==> src/rtl/txt_renderer_pkg.sv <==
// Shared types for the text renderer: FSM state, cell attribute and attribute decode.
package txt_pkg;

  typedef enum logic [2:0] {IDLE, TXT, GLYPH, LATCH, DRAW} state_t;
  typedef enum logic [1:0] {NORMAL, INVERSE, FLASH} attr_t;

  // code[7:6]: 1x normal, 00 inverse, 01 flash
  function automatic attr_t attr_dec(input logic [1:0] a);
    if (a[1])      return NORMAL;
    else if (a[0]) return FLASH;
    else           return INVERSE;
  endfunction

endpackage

==> src/rtl/txt_renderer_if.sv <==
// VRAM write port: ready/valid pixel writes from the renderer into VRAM.
interface txt_renderer_if #(
  parameter int PIX_W   = 24,
  parameter int VRAM_AW = 16
);
  logic [VRAM_AW-1:0] vram_wadr;
  logic [PIX_W-1:0]   vram_d;
  logic               vram_we;
  logic               vram_ready;

  modport master (output vram_wadr, vram_d, vram_we, input vram_ready);
  modport slave  (input vram_wadr, vram_d, vram_we, output vram_ready);
endinterface

==> src/rtl/txt_renderer.sv <==
// Text-mode rasteriser: text memory -> char ROM -> VRAM, one pixel line at a time.
// Optional flash attribute enabled with TXT_RENDERER_FLASH_EN.
module txt_renderer
  import txt_pkg::*;
#(
  parameter int          COLS         = 40,
  parameter int          ROWS         = 24,
  parameter int          CHAR_W       = 7,
  parameter int          CHAR_H_LOG2  = 3,
  parameter int          ADR_W        = 16,
  parameter int unsigned TXT_BASE     = 'h400,
  parameter int          PIX_W        = 24,
  parameter int          VRAM_AW      = 16,
  parameter int          FLASH_FRAMES = 16
) (
  input  logic                     CLOCK_50,
  input  logic                     reset,
  input  logic                     start,
  input  logic [PIX_W-1:0]         fg_color,
  input  logic [PIX_W-1:0]         bg_color,
  output logic                     busy,
  output logic                     done,
  output logic [ADR_W-1:0]         txt_adr,
  input  logic [7:0]               txt_q,
  output logic [6+CHAR_H_LOG2:0]   crom_adr,
  input  logic [7:0]               crom_q,
  txt_renderer_if.master           vram
);

  localparam int LINES = ROWS << CHAR_H_LOG2;
  localparam int CW    = $clog2(COLS + 1);
  localparam int LW    = $clog2(LINES + 1);
  localparam int PW    = $clog2(CHAR_W + 1);

  state_t             state;
  logic [CW-1:0]      col;
  logic [LW-1:0]      line;
  logic [ADR_W-1:0]   row_ofs;
  logic [PW-1:0]      pix;
  logic [1:0]         code_attr;
  logic [CHAR_W-1:0]  glyph;
  logic [PIX_W-1:0]   fg, bg, on_c, off_c;
  logic               inv, accept, last_px, last_col, last_line, frame_end;
  logic               unused_bits;

  assign unused_bits = ^crom_q;

  assign accept    = (state == DRAW) && vram.vram_we && vram.vram_ready;
  assign last_px   = (pix  == PW'(CHAR_W - 1));
  assign last_col  = (col  == CW'(COLS - 1));
  assign last_line = (line == LW'(LINES - 1));
  assign frame_end = accept && last_px && last_col && last_line;

`ifdef TXT_RENDERER_FLASH_EN
  localparam int FW = $clog2(FLASH_FRAMES + 1);
  logic [FW-1:0] frame_cnt;
  logic          phase;

  always_ff @(posedge CLOCK_50) begin
    if (reset) begin
      frame_cnt <= '0;
      phase     <= 1'b0;
    end else if (frame_end) begin
      if (frame_cnt == FW'(FLASH_FRAMES - 1)) begin
        frame_cnt <= '0;
        phase     <= ~phase;
      end else begin
        frame_cnt <= frame_cnt + 1'b1;
      end
    end
  end
`else
  localparam int unused_ff = FLASH_FRAMES;
  logic phase;
  assign phase = 1'b0;
`endif

  always_comb begin
    inv = 1'b0;
    case (attr_dec(code_attr))
      INVERSE: inv = 1'b1;
      FLASH:   inv = phase;
      default: inv = 1'b0;
    endcase
  end

  always_ff @(posedge CLOCK_50) begin
    if (reset) begin
      state          <= IDLE;
      busy           <= 1'b0;
      done           <= 1'b0;
      txt_adr        <= '0;
      crom_adr       <= '0;
      vram.vram_wadr <= '0;
      vram.vram_d    <= '0;
      vram.vram_we   <= 1'b0;
      col            <= '0;
      line           <= '0;
      row_ofs        <= '0;
      pix            <= '0;
      code_attr      <= '0;
      glyph          <= '0;
      fg             <= '0;
      bg             <= '0;
      on_c           <= '0;
      off_c          <= '0;
    end else begin
      case (state)
        IDLE: begin
          done <= 1'b0;
          busy <= 1'b0;
          // busy is still high in the done cycle, so a start there is dropped
          if (start && !busy) begin
            fg             <= fg_color;
            bg             <= bg_color;
            col            <= '0;
            line           <= '0;
            row_ofs        <= '0;
            vram.vram_wadr <= '0;
            busy           <= 1'b1;
            state          <= TXT;
          end
        end
        TXT: begin
          txt_adr <= ADR_W'(TXT_BASE) + row_ofs + ADR_W'(col);
          state   <= GLYPH;
        end
        GLYPH: begin
          code_attr <= txt_q[7:6];
          crom_adr  <= {txt_q[6:0], line[CHAR_H_LOG2-1:0]};
          state     <= LATCH;
        end
        LATCH: begin
          glyph        <= crom_q[CHAR_W-1:0];
          on_c         <= inv ? bg : fg;
          off_c        <= inv ? fg : bg;
          vram.vram_d  <= (crom_q[CHAR_W-1] ^ inv) ? fg : bg;
          vram.vram_we <= 1'b1;
          pix          <= '0;
          state        <= DRAW;
        end
        DRAW: begin
          // everything holds while the write is stalled
          if (accept) begin
            vram.vram_wadr <= vram.vram_wadr + 1'b1;
            vram.vram_d    <= glyph[CHAR_W-2] ? on_c : off_c;
            glyph          <= glyph << 1;
            pix            <= pix + 1'b1;
            if (last_px) begin
              vram.vram_we <= 1'b0;
              state        <= TXT;
              if (last_col) begin
                col <= '0;
                if (last_line) begin
                  line           <= '0;
                  row_ofs        <= '0;
                  vram.vram_wadr <= '0;
                  done           <= 1'b1;
                  state          <= IDLE;
                end else begin
                  line <= line + 1'b1;
                  if (&line[CHAR_H_LOG2-1:0]) row_ofs <= row_ofs + ADR_W'(COLS);
                end
              end else begin
                col <= col + 1'b1;
              end
            end
          end
        end
        default: state <= IDLE;
      endcase
    end
  end

endmodule

==> src/flat_wrapper.sv <==
// flat-port wrapper written by rule: the top's interface ports become plain ports
module txt_renderer_flat import txt_pkg::*;
#(
  parameter int          COLS         = 40,
  parameter int          ROWS         = 24,
  parameter int          CHAR_W       = 7,
  parameter int          CHAR_H_LOG2  = 3,
  parameter int          ADR_W        = 16,
  parameter int unsigned TXT_BASE     = 'h400,
  parameter int          PIX_W        = 24,
  parameter int          VRAM_AW      = 16,
  parameter int          FLASH_FRAMES = 16
)
  (CLOCK_50, reset, start, fg_color, bg_color, busy, done, txt_adr, txt_q, crom_adr, crom_q, vram_vram_wadr, vram_vram_d, vram_vram_we, vram_vram_ready);
  txt_renderer_if #(.PIX_W(PIX_W), .VRAM_AW(VRAM_AW)) vram_i ();
  input  logic CLOCK_50;
  input  logic reset;
  input  logic start;
  input  logic [PIX_W-1:0] fg_color;
  input  logic [PIX_W-1:0] bg_color;
  output logic busy;
  output logic done;
  output logic [ADR_W-1:0] txt_adr;
  input  logic [7:0] txt_q;
  output logic [6+CHAR_H_LOG2:0] crom_adr;
  input  logic [7:0] crom_q;
  output wire logic [$bits(vram_i.vram_wadr)-1:0] vram_vram_wadr;
  output wire logic [$bits(vram_i.vram_d)-1:0] vram_vram_d;
  output wire logic [$bits(vram_i.vram_we)-1:0] vram_vram_we;
  input wire logic [$bits(vram_i.vram_ready)-1:0] vram_vram_ready;
  assign vram_vram_wadr = vram_i.vram_wadr;
  assign vram_vram_d = vram_i.vram_d;
  assign vram_vram_we = vram_i.vram_we;
  assign vram_i.vram_ready = vram_vram_ready;
  txt_renderer #(.COLS(COLS), .ROWS(ROWS), .CHAR_W(CHAR_W), .CHAR_H_LOG2(CHAR_H_LOG2), .ADR_W(ADR_W), .TXT_BASE(TXT_BASE), .PIX_W(PIX_W), .VRAM_AW(VRAM_AW), .FLASH_FRAMES(FLASH_FRAMES)) u_core (.CLOCK_50(CLOCK_50), .reset(reset), .start(start), .fg_color(fg_color), .bg_color(bg_color), .busy(busy), .done(done), .txt_adr(txt_adr), .txt_q(txt_q), .crom_adr(crom_adr), .crom_q(crom_q), .vram(vram_i));
endmodule
==> config.mk <==
export PLATFORM = sky130hd
export DESIGN_NAME = txt_renderer_flat
export DESIGN_NICKNAME = d
export VERILOG_FILES = /design/src/rtl/txt_renderer_pkg.sv /design/src/rtl/txt_renderer_if.sv /design/src/rtl/txt_renderer.sv /design/src/flat_wrapper.sv
export SDC_FILE = /design/constraint.sdc
export NUM_CORES = 1
export LEC_CHECK = 0
export CAP_MARGIN = 20
export CORE_MARGIN = 2
export CORE_UTILIZATION = 35
export CTS_BUF_LIST = sky130_fd_sc_hd__clkbuf_4 sky130_fd_sc_hd__clkbuf_8 sky130_fd_sc_hd__clkbuf_16
export DETAILED_ROUTE_END_ITERATION = 10
export PLACE_DENSITY = 0.68
export SYNTH_ARGS = -nofsm -noshare
export SYNTH_HDL_FRONTEND = slang
export SYNTH_SLANG_ARGS = --single-unit
==> constraint.sdc <==
create_clock -name CLOCK_50 -period 2 [get_ports CLOCK_50]
set_input_delay 0.6 -clock CLOCK_50 [delete_from_list [all_inputs] [get_ports CLOCK_50]]
set_output_delay 0.6 -clock CLOCK_50 [all_outputs]
set_load 0.03 [all_outputs]
Yosys cells after proc, flatten, opt, wreduce, memory -nomap -nowiden:

Index checks and enable logic that the tools add are counted.

* flip-flop bits (word level): 209
* input bits: 68
* output and inout bits: 69
* logic and storage cells: 108

* add/subtract/negate cells: 7
* eq/ne operators: 14
* mux-type cells: 51
* bitwise operators: 1
* reduce and logical (&&, ||, !) cells: 17

Operators with widths (count)
* 16-bit two-way mux: 10
* 24-bit two-way mux: 5
* 16-bit case mux with 2 select lines: 2
* 24-bit case mux with 2 select lines: 1
* 8-bit two-way mux: 5
* 6-bit two-way mux: 5
* 6-bit case mux with 2 select lines: 2
* 11-bit by 16-bit adder with 16-bit output (first input constant): 1
* 16-bit by 1-bit adder with 16-bit output (second input constant): 1
* 16-bit by 6-bit adder with 16-bit output: 1
* 16-bit by 6-bit adder with 16-bit output (second input constant): 1
* 8-bit case mux with 2 select lines: 1
* 3-bit two-way mux: 5
* 3-bit case mux with 5 select lines: 1
* 3-bit AND reduction: 4
* 2-bit by 1-bit inequality test with 1-bit output (second input constant): 5
* 5-bit AND reduction: 2
* 1-bit two-way mux: 9
* 8-bit by 1-bit adder with 8-bit output (second input constant): 1
* 8-bit == test (second input constant): 1
* 6-bit by 1-bit adder with 6-bit output (second input constant): 1
* 3-bit by 2-bit == test with 1-bit output (second input constant): 2
* 3-bit == test (second input constant): 2
* 6-bit == test (second input constant): 1
* other kinds (15): 21

Depth between registers and ports, before layout:

Gate-level depths: netlist of the first run.

* word-level depth: 7
* gate-level depth with buffers: 10
* gate-level depth less buffers: 7

Least setup slack after synthesis of the first run:

Ideal clock, no wire load.

* path kind: input to register
* start: input crom_q[6]
* end: register u_core.vram.vram_d[14]
* library setup time: 0.117 ns
* arrival: 1.896 ns
* required time: 1.883 ns
* path slack: -0.013 ns
* stages: 5
* buffers on the path: 1
* path through: xnor2_1 buf_2 mux2i_1 nand2_1 a32o_1

* cells in the longest elaborated chain, start to end: 3

RTL lines
* start, declared: line flat_wrapper.sv:26 `input logic [7:0] crom_q;`
* 1-bit XOR: line txt_renderer.sv:137 `vram.vram_d <= (crom_q[CHAR_W-1] ^ inv) ? fg : bg;`
* 24-bit two-way mux: line txt_renderer.sv:137
* 24-bit case mux with 2 select lines: line txt_renderer.sv:108 `case (state)`
* end signal, assigned: line txt_renderer.sv:137
* end signal, assigned: line txt_renderer.sv:146 `vram.vram_d <= glyph[CHAR_W-2] ? on_c : off_c;`
* end, declared: line txt_renderer_if.sv:11 `modport master (output vram_wadr, vram_d, vram_we, input vram_ready);`

No other way between the ends.
A chain may end at the register's enable or synchronous reset.

Worst setup path after layout of the first run:

* start: register u_core.state[2]
* end: register u_core.state[0]

* cells in the longest elaborated chain, start to end: 5
* elaborated cells on any way between the ends: 12
* those cells by class: 7 x eq/ne; 1 x mux; 4 x reduce/logical

RTL lines
* start, declared: line txt_renderer.sv:35 `state_t state;`
* start signal, assigned: line txt_renderer.sv:89 `state <= IDLE;`
* start signal, assigned: line txt_renderer.sv:121 `state <= TXT;`
* start signal, assigned: line txt_renderer.sv:126 `state <= GLYPH;`
* 3-bit == test: line txt_renderer.sv:48, txt_renderer.sv:108
* 1-bit logical AND (2 in series): line txt_renderer.sv:48 `assign accept = (state == DRAW) && vram.vram_we && vram.vram_ready;`
* 2-bit by 1-bit inequality test with 1-bit output (no source line)
* 3-bit AND reduction (no source line)

Several ways; a longest one is shown, not always the timed one.

==> results of run 1 <==
## through the flow
step / hold slack (ns) / worst slack [ns]
6_report: 0.449 / -0.00883
2_1_floorplan: 0.448 / 0.0126
3_5_place_dp: 0.449 / -0.443
3_3_place_gp: 0.443 / -0.414
5_1_grt: 0.469 / -0.0814
4_1_cts: 0.444 / 0.00465
## routing by layer
layer / vias up / part of all wire / GRT usage
li1: 4234 / - / -
met1: 3906 / 0.46 / 0.234
met2: 223 / 0.46 / 0.286
met3: 34 / 0.062 / 0.0349
met4: 0 / 0.018 / 0.0491
met5: - / 0 / 0
## cell families (layout without fill, tap and decap cells)
group | after synthesis | count (layout) | synth area share
xor+xnor | 40 | 40 | 0.0377
buf+inv | 94 | 248 | 0.0437
simple gates | 461 | 461 | 0.216
flops | 205 | 205 | 0.442
fa+ha+maj | 11 | 11 | 0.0148
mux | 61 | 61 | 0.0658
other cells | 1 | 2 | 0.000404
compound gates | 251 | 251 | 0.180
## sequential cells by signal, indices dropped and copies added, names as in the netlist, 6 cells and up
name,flops
u_core.row_ofs,13
u_core.glyph,6
u_core.fg,24
u_core.on_c,24
u_core.col,6
u_core.vram.vram_wadr,16
u_core.off_c,24
u_core.crom_adr,9
u_core.vram.vram_d,24
u_core.line,8
u_core.txt_adr,16
u_core.bg,24
## power groups by stage
| stage | clock [mW] | sequential (mW) | combinational, mW |
|---|---|---|---|
| 6_report | 4.61 | 4.65 | 2.36 |
| 5_1_grt | 4.92 | 4.69 | 2.59 |
| 4_1_cts | 4.70 | 4.64 | 2.35 |
| 3_5_place_dp | 0 | 4.73 | 2.39 |
| 3_3_place_gp | 0 | 4.72 | 2.35 |
| 2_1_floorplan | 0 | 4.81 | 1.35 |
## Yosys cell counts (19+ instances only)
cell,instances
nand2_1,240
dfxtp_1,205
nor2_1,115
a21oi_1,83
clkbuf_1,68
o21ai_0,63
mux2i_1,61
a311oi_1,54
xor2_1,27
a32o_1,24
nand4_1,22
nand3_1,19
## cell type report
cell class	count	area [um^2]	share of cell area
diodes	1	2.50	0.000206
clock buffers	30	664	0.0546
clock inverters	11	171	0.0141
inverters	3	11.3	0.000926
multi-input cells	825	4860	0.400
flip-flops and latches	205	4110	0.338
well taps	335	419	0.0345
repair buffers	204	1920	0.158
## what timing repair did
action                                  in CTS  in global routing
pin swaps                                    1                  3
gates resized for setup                     70                 18
endpoints found under the setup margin      99                 28
buffers inserted                             0                  2
## cells in the final DEF (no fill, tap or decap), types with 4 or more instances in the layout
cell type          n
nand3_1           19
clkdlybuf4s15_1    4
xor2_1            27
a211oi_1           9
dlygate4sd2_1     62
o21ai_0           62
bufinv_16          4
a311oi_1          54
dfxtp_2            5
clkbuf_16         24
xnor2_1           12
nor3_1            15
nor2_1           111
and2_1             7
mux2i_1           61
nor2b_1            5
ha_1               9
and3_1             6
a21oi_1           82
a21o_1             4
clkinv_2           4
dfxtp_1          200
buf_12            11
buf_4             59
or4_1              4
nand2_1          240
clkdlybuf4s50_1   65
a32o_1            24
nand4_1           22
or3_1              6
## final timing paths
path | from | endpoint | slack (ns) | depth (start not counted)
max | u_core.state[2]$_SDFFE_PP0P_ | u_core.state[0]$_SDFFE_PP0P_ | -0.009 | 5
min | u_core.txt_adr[5]$_SDFFE_PP0P_ | u_core.txt_adr[5]$_SDFFE_PP0P_ | 0.45 | 2
max reg2reg | u_core.state[2]$_SDFFE_PP0P_ | u_core.state[0]$_SDFFE_PP0P_ | -0.009 | 5
min reg2reg | u_core.txt_adr[5]$_SDFFE_PP0P_ | u_core.txt_adr[5]$_SDFFE_PP0P_ | 0.45 | 2
## worst max-delay path, delay by kind of cell, from the launching register on
kind / cells / cell delay (ns)
buffers and inverters: 1 / 0.26
DFF: 1 / 0.38
AOI/OAI and AO/OA: 1 / 0.42
and+or+nand+nor: 3 / 0.80
==> results.json, run 1 <==
{
  "setup_violations": 1,
  "cts_tree": "done",
  "endpoint_kind": "flip-flop",
  "period_minus_slack_ns": 2.01,
  "seq_area_frac_synth": 0.442,
  "grt_use_total": 0.175,
  "grt_pass1_wl_um": 40700,
  "violations": "setup timing",
  "synth_edf_count": 0,
  "synthCells": 1124,
  "fin_ws_ns": -0.00883,
  "p_total_mw": 11.6,
  "clockPowerShare": 0.397,
  "vias_per_cell": 5.20,
  "root_buffer": "clkbuf_16",
  "start_util": 0.356,
  "status": "complete, but fails checks",
  "drc_errors": 0,
  "critical_path.cell_chain": "or3b_4 > buf_4 > nor2_1 > nand3_1 > a2111oi_1",
  "drive_gt1_frac": 0.113,
  "cts_hold_buf": 0,
  "vias": 8397,
  "worst_pin_slew_ns": 0.642,
  "synth_area_per_cell_um2": 8.26,
  "syn-num-nets": 1203,
  "yosysTopAreaCell": "dfxtp_1",
  "dr.first_iter.drc_count": 569,
  "synth_area_mm2": 0.00928,
  "hpwl_um": 16700,
  "p_per_area_mw_per_mm2": 956,
  "dp_cells": 1570,
  "combPwrFrac": 0.203,
  "instances_no_fill": 1614,
  "cp_slowest_cell": "or3b_4",
  "ys.flop_type": "dfxtp_1",
  "ant_nets": 0,
  "cts_made_buffers": 24,
  "io_buffers": 135,
  "nets": 1342,
  "ir_drop_uv": 599,
  "synth.distinct_cells": 55,
  "crit_required_ns": 2.38,
  "dieArea_mm2": 0.0278,
  "p_switching_mw": 3.37,
  "fin_area_mm2": 0.0122,
  "ys_ff_latch": 205,
  "cp_max_fo": 25,
  "arrival_ns": 2.39,
  "post_drt_wl_per_cell_um": 15.6,
  "h-tree-depth": 1,
  "yosysTopAreaCellShare": 0.442,
  "final_util": 0.467,
  "finalMaxSlewViolations": 0,
  "place_congestion": 0.792,
  "antenna_found_initial": 1,
  "syn2layout_area_growth_pct": 31.0,
  "cap_violations": 0,
  "critPathLaunchType": "flip-flop",
  "final.period_utilization": 1.00,
  "fillers": 2532,
  "fin_skew_ns": 0.0191,
  "die_y_um": 167,
  "seq_power_share": 0.400,
  "die_w_um": 167,
  "clk_pin_slew_ns": 0.06,
  "internal-power_mw": 8.25,
  "cts.sinks": 205,
  "p_leak_nw": 4.60,
  "worstHoldPathType": "flip-flop to flip-flop",
  "worst-setup-path-type": "flip-flop to flip-flop",
  "power.share.switching": 0.290,
  "drt_first_pass_iters": 5,
  "grt_max_degree": 70,
  "slew_headroom": 0.572,
  "synth_warnings": 0,
  "hold_violations": 0,
  "fmax_ghz": 0.498,
  "grt_pass1_vias": 7851,
  "io-pin-count": 137,
  "core_area_mm2": 0.0261,
  "placed_area_mm2": 0.0114,
  "grt_overflow": 0,
  "ys_async_sr_fraction": 0,
  "max_stage_delay_ns": 0.43,
  "rows": 59,
  "rsz0062_at_grt": "true",
  "setup_tns_ns": -0.00883,
  "clockBufferDepth": 3,
  "synthTopCellsByArea": "dfxtp_1 (44%), nand2_1 (9.7%), mux2i_1 (6.6%), a311oi_1 (5.1%), nor2_1 (4.6%)",
  "finalWirelength_um": 25200,
  "clk_latency_ns": 0.53
}
Power figures use the tool's default switching activity.
==> run 2: changes to the inputs <==
- ABC_AREA: unset -> 1
- CTS_CLUSTER_SIZE: unset -> 10
==> run 2 against run 1 <==
Against the previous run:
- the run now ends clean
- critical path depth down 4
- via count is 7.1% higher
- clock power is 13% lower
- clock skew decreased by 0.0040 ns
- routed wire length is 2.8% higher
- fmax grew 2.8%
- non-clock buffer count did not move
- cell area up 0.22%
- synthesized cell count rose by 15%
==> results.json, run 2 <==
{
  "cts_resized": 71,
  "clk_latency_ns": 0.53,
  "clockPowerShare": 0.315,
  "cts_tree": "done",
  "internal-power_mw": 8.38,
  "seq_power_share": 0.391,
  "rsz0062_at_grt": "true",
  "synthXorXnorAreaFrac": 0.0158,
  "status": "complete, no violations",
  "drive_gt1_frac": 0.0929,
  "yosysTopAreaCell": "dfxtp_1",
  "syn2layout_area_growth_pct": 29.7,
  "grt_pass1_vias": 8689,
  "p_leak_nw": 5.16,
  "period_minus_slack_ns": 1.95,
  "busiest_layer": "met2",
  "post_cts_buffers": 0,
  "finalMaxSlewViolations": 0,
  "clockBufferDepth": 3,
  "fin_area_mm2": 0.0122,
  "yosys.cell_count.top_type": "nand2_1",
  "dr.first_iter.drc_count": 669,
  "worst-path-buf-inv": 1,
  "hpwl_um": 18000,
  "critPathLaunchType": "flip-flop",
  "final_util": 0.465,
  "ir_drop_uv": 613,
  "hold_violations": 0,
  "met1_usage": 0.229,
  "yosys.area_share.simple": 0.243,
  "synth_area_per_cell_um2": 7.29,
  "cts.sinks": 205,
  "ys.flop_type": "dfxtp_1",
  "arrival_ns": 1.35,
  "ys_async_sr_fraction": 0,
  "crit_required_ns": 1.40,
  "endpoint_kind": "output pin",
  "die_w_um": 168,
  "slew_headroom": 0.526,
  "grt_use_total": 0.182,
  "io_buffers": 135,
  "cp_slowest_cell": "clkdlybuf4s15_1",
  "seq_area_frac_synth": 0.437,
  "synth_warnings": 0,
  "max_stage_delay_ns": 0.45,
  "worstHoldPathType": "flip-flop to flip-flop",
  "clk_pin_slew_ns": 0.05,
  "grt_overflow": 0,
  "grt_max_degree": 49,
  "synth.mux.area_fraction": 0.0320,
  "cap_violations": 0,
  "root_buffer": "clkbuf_16",
  "final_cell_mix": "nand2_1 (240), dfxtp_1 (205), nor2_1 (181), o21ai_0 (140), inv_1 (96)",
  "p_total_mw": 12.7,
  "antenna_found_initial": 1,
  "yosysTopAreaCellShare": 0.437,
  "ys_ff_latch": 205,
  "drc_errors": 0,
  "place_congestion": 0.835,
  "combPwrFrac": 0.294,
  "final.period_utilization": 0.977,
  "synth_area_mm2": 0.00940,
  "io-pin-count": 137,
  "placed_area_mm2": 0.0116,
  "ant_nets": 0,
  "critical-path-top-delay-family": "buffers and inverters",
  "drt_first_pass_iters": 6,
  "fmax_ghz": 0.512,
  "core_area_mm2": 0.0262,
  "cts_hold_buf": 0,
  "finalWirelength_um": 25900,
  "syn-num-nets": 1368,
  "met3_usage": 0.0252,
  "synth_top_family_by_area": "simple AND/OR/NAND/NOR gates",
  "synth_fa_ha_area_frac": 0.0146,
  "gr-usage-met2": 0.323,
  "nets": 1526,
  "post_drt_wl_per_cell_um": 14.5,
  "synthTopCellsByArea": "dfxtp_1 (44%), nand2_1 (9.6%), o21ai_0 (7.5%), nor2_1 (7.3%), a21oi_1 (3.9%)",
  "critical_path.cell_chain": "clkdlybuf4s15_1",
  "die_y_um": 168,
  "grt_pass1_wl_um": 42700,
  "vias_per_cell": 5.03,
  "worst_pin_slew_ns": 0.711,
  "fin_skew_ns": 0.0151,
  "start_util": 0.359,
  "layout_commonest_cell": "nand2_1",
  "vias": 8996,
  "p_per_area_mw_per_mm2": 1040,
  "synthTopCellsByCount": "nand2_1 (241), dfxtp_1 (205), nor2_1 (182)",
  "setup_violations": 0,
  "cts_made_buffers": 25,
  "synth_edf_count": 0,
  "cp_max_fo": 4,
  "h-tree-depth": 1,
  "synth_compound_area_frac": 0.184,
  "synth.distinct_cells": 40,
  "dieArea_mm2": 0.0282,
  "rows": 59,
  "p_switching_mw": 4.32,
  "power.share.switching": 0.340,
  "synthCells": 1289,
  "worst-setup-path-type": "flip-flop to output pin"
}
==> run 2: layout make-up <==
| type | count | area [um^2] |
|---|---|---|
| Fill cell | 2588 | 14000 |
| Multi-Input combinational cell | 907 | 4610 |
| Sequential cell | 205 | 4100 |
| Timing Repair Buffer | 204 | 1960 |
| Clock buffer | 29 | 668 |
| Tap cell | 335 | 419 |
| Inverter | 104 | 390 |
| Clock inverter | 4 | 35.0 |
| Antenna cell | 1 | 2.50 |
==> run 2: logic make-up (layout without fill, tap and decap cells) <==
kind of cell,count (synthesis),in the layout
adder cells (fa/ha/maj),11,11
buffers and inverters,177,341
multiplexers,30,30
flip-flops,205,205
XOR/XNOR,17,17
AO/OA/AOI/OAI,307,307
AND/OR/NAND/NOR,541,541
other,1,2
==> run 2: per-stage QoR <==
step                std cells  worst slack (ns)  hold WS [ns]  TNS (ns)
floorplan                1289             0.214         0.429         0
global placement         1755            -0.246         0.439    -14.82
detailed placement       1755            -0.278         0.445    -14.81
CTS                      1788            0.0152         0.459         0
global route             1789          -0.00447         0.476  -0.00871
finish                   1789            0.0459         0.455         0
==> run 2: path summary, 6_finish.rpt <==
check / startpoint / to / slack (ns) / depth (start not counted)
setup / recovery: u_core.vram.vram_we$_SDFFE_PP0P_ / vram_vram_we / 0.05 / 1
hold / removal: u_core.on_c[23]$_SDFFE_PP0P_ / u_core.on_c[23]$_SDFFE_PP0P_ / 0.45 / 2
setup reg to reg: u_core.row_ofs[4]$_SDFFE_PP0P_ / u_core.txt_adr[13]$_SDFFE_PP0P_ / 0.17 / 11
hold reg to reg: u_core.on_c[23]$_SDFFE_PP0P_ / u_core.on_c[23]$_SDFFE_PP0P_ / 0.45 / 2
==> run 2: metal layers <==
metal / wire length [um] / share of wire
met5: 0 / 0
met1: 11500 / 0.45
met2: 12500 / 0.49
met3: 1140 / 0.044
met4: 629 / 0.024
==> run 2: power groups by stage <==
stage	Clock, mW	Combinational (mW)	Sequential, mW
after global routing	4.30	4.14	5.02
after global placement	0	3.79	5.02
after floorplan	0	2.12	5.27
final	4.00	3.73	4.96
after CTS	4.10	3.75	4.95
after detailed placement	0	3.85	5.04
==> run 3: changes to the inputs <==
- PLACE_DENSITY: 0.68 -> 0.66
- clock period: 2 -> 1.9 ns (I/O delays scaled with it)
==> run 3 against run 2 <==
Against the previous run:
- final cell count is 0.11% higher
- via count is 0.52% lower
- cell area is 0.99% higher
- die area stayed put
- worst hold slack better by 0.0010 ns
- largest power group unchanged
==> results.json, run 3 (synthesis results as in run 2) <==
{
  "r2r_start": "u_core.col[1]$_SDFFE_PP0P_",
  "r2r_cells": 9,
  "slew_headroom": 0.619,
  "clk_latency_ns": 0.52,
  "multi_input_area_mm2": 0.00465,
  "cts.sinks": 205,
  "drc_errors": 0,
  "worst_pin_slew_ns": 0.570,
  "drive_gt1_frac": 0.106,
  "finalMaxSlewViolations": 0,
  "die_y_um": 168,
  "cp_max_fo": 2,
  "cp_slowest_cell": "dfxtp_1",
  "root_buffer": "clkbuf_16",
  "status": "complete, no violations",
  "clk_pin_slew_ns": 0.06,
  "vias": 8949,
  "hold_start": "u_core.on_c[13]$_SDFFE_PP0P_",
  "p_per_area_mw_per_mm2": 1090,
  "start_util": 0.359,
  "core_area_mm2": 0.0262,
  "placed_area_mm2": 0.0116,
  "fmax_ghz": 0.535,
  "dr.first_iter.drc_count": 578,
  "drt_first_pass_iters": 5,
  "fin_hold_ws_ns": 0.456,
  "fin_area_mm2": 0.0123,
  "worstHoldPathType": "flip-flop to flip-flop",
  "io_buffers": 135,
  "vias_per_cell": 5.00,
  "worst-path-buf-inv": 1,
  "setup_tns_ns": 0,
  "crit_required_ns": 1.33,
  "critPathLaunchType": "flip-flop",
  "setup_violations": 0,
  "max_stage_delay_ns": 0.39,
  "syn2layout_area_growth_pct": 31.0,
  "finalWirelength_um": 25300,
  "cts_hold_buf": 0,
  "critical-path-top-delay-family": "flip-flops",
  "hpwl_um": 17800,
  "fillers": 2617,
  "nets": 1529,
  "antenna_found_initial": 0,
  "grt_pass1_vias": 8434,
  "cts_made_buffers": 25,
  "hold_violations": 0,
  "rsz0062_at_grt": "false",
  "r2r_slack_ns": 0.15,
  "regArea_mm2": 0.00411,
  "fin_skew_ns": 0.0106,
  "rows": 59,
  "cap_violations": 0,
  "grt_use_total": 0.177,
  "arrival_ns": 1.30,
  "fin_ws_ns": 0.0298,
  "cts_tree": "done",
  "die_w_um": 168,
  "place_congestion": 0.818,
  "post_drt_wl_per_cell_um": 14.2,
  "endpoint_kind": "output pin",
  "dieArea_mm2": 0.0282,
  "holdPathEnd": "u_core.on_c[13]$_SDFFE_PP0P_",
  "diodes": 0,
  "place_ws_ns": -0.295,
  "io-pin-count": 137,
  "ant_nets": 0,
  "critical_path.cell_chain": "clkdlybuf4s15_1",
  "hold_depth": 2,
  "h-tree-depth": 1,
  "worst-setup-path-type": "flip-flop to output pin",
  "final.period_utilization": 0.984,
  "grt_max_degree": 50,
  "clockBufferDepth": 3,
  "grt_pass1_wl_um": 41800,
  "r2r-end": "u_core.line[0]$_SDFFE_PP0P_",
  "layout_commonest_cell": "nand2_1",
  "p_leak_nw": 5.13,
  "ir_drop_uv": 589,
  "final_cell_mix": "nand2_1 (239), dfxtp_1 (204), nor2_1 (180), o21ai_0 (140), inv_1 (96)",
  "grt_overflow": 0,
  "period_minus_slack_ns": 1.87
}
run 3: cell types whose count changed in the layout (fill, tap and decap cells not counted), sizes merged:
cell,before,now
buf,69,72
clkbuf,31,33
clkdlybuf4s15,5,16
clkinv,3,2
diode,1,0
dlygate4sd2,62,50
run 3: worst max path at each step:
stage               slack (ns)                           end                                    from  cells after the start
floorplan                 0.14  u_core.off_c[0]$_SDFFE_PP0P_                                   reset                      6
global placement         -0.30   u_core.line[0]$_SDFFE_PP0P_                                   start                      9
detailed placement       -0.29   u_core.line[0]$_SDFFE_PP0P_                                   start                      9
CTS                      0.009            vram_vram_wadr[13]  u_core.vram.vram_wadr[13]$_SDFFE_PP0P_                      1
global route            0.0008             vram_vram_wadr[9]   u_core.vram.vram_wadr[9]$_SDFFE_PP0P_                      1
finish                    0.03                vram_vram_d[1]      u_core.vram.vram_d[1]$_SDFFE_PP0P_                      1
run 3: timing repair:
item                       in CTS  in global routing
buffers inserted                0                  3
pin swaps                       0                  3
hold endpoints to repair        0                  0
setup endpoints to repair      69                 41
resized for setup              93                 16
run 3: stage by stage:
stage,utilization,instances,total power [mW]
global placement,0.442,1755,9.29
CTS,0.467,1788,13.5
global route,0.470,1791,14.3
detailed placement,0.442,1755,9.38
finish,0.470,1791,13.5
floorplan,-,1289,7.78
run 3: final cells by class:
cell class / instances / share of cell area
Multi-Input combinational cell: 907 / 0.378
Sequential cell: 205 / 0.334
Timing Repair Buffer: 207 / 0.166
Clock buffer: 30 / 0.0559
Tap cell: 335 / 0.0341
Inverter: 104 / 0.0317
Clock inverter: 3 / 0.00153
run 3: power breakdown:
part           switching (mW)  internal (mW)
registers               0.406           4.81
logic                    2.38           1.62
clock network            1.74           2.51
run 3: routing by layer:
metal  up-vias  part of all wire  GRT usage
met3        44             0.048     0.0268
met1      4076              0.46      0.227
met2       212              0.47      0.308
li1       4617                 -          -
met4         0             0.021     0.0503
met5         -                 0          0
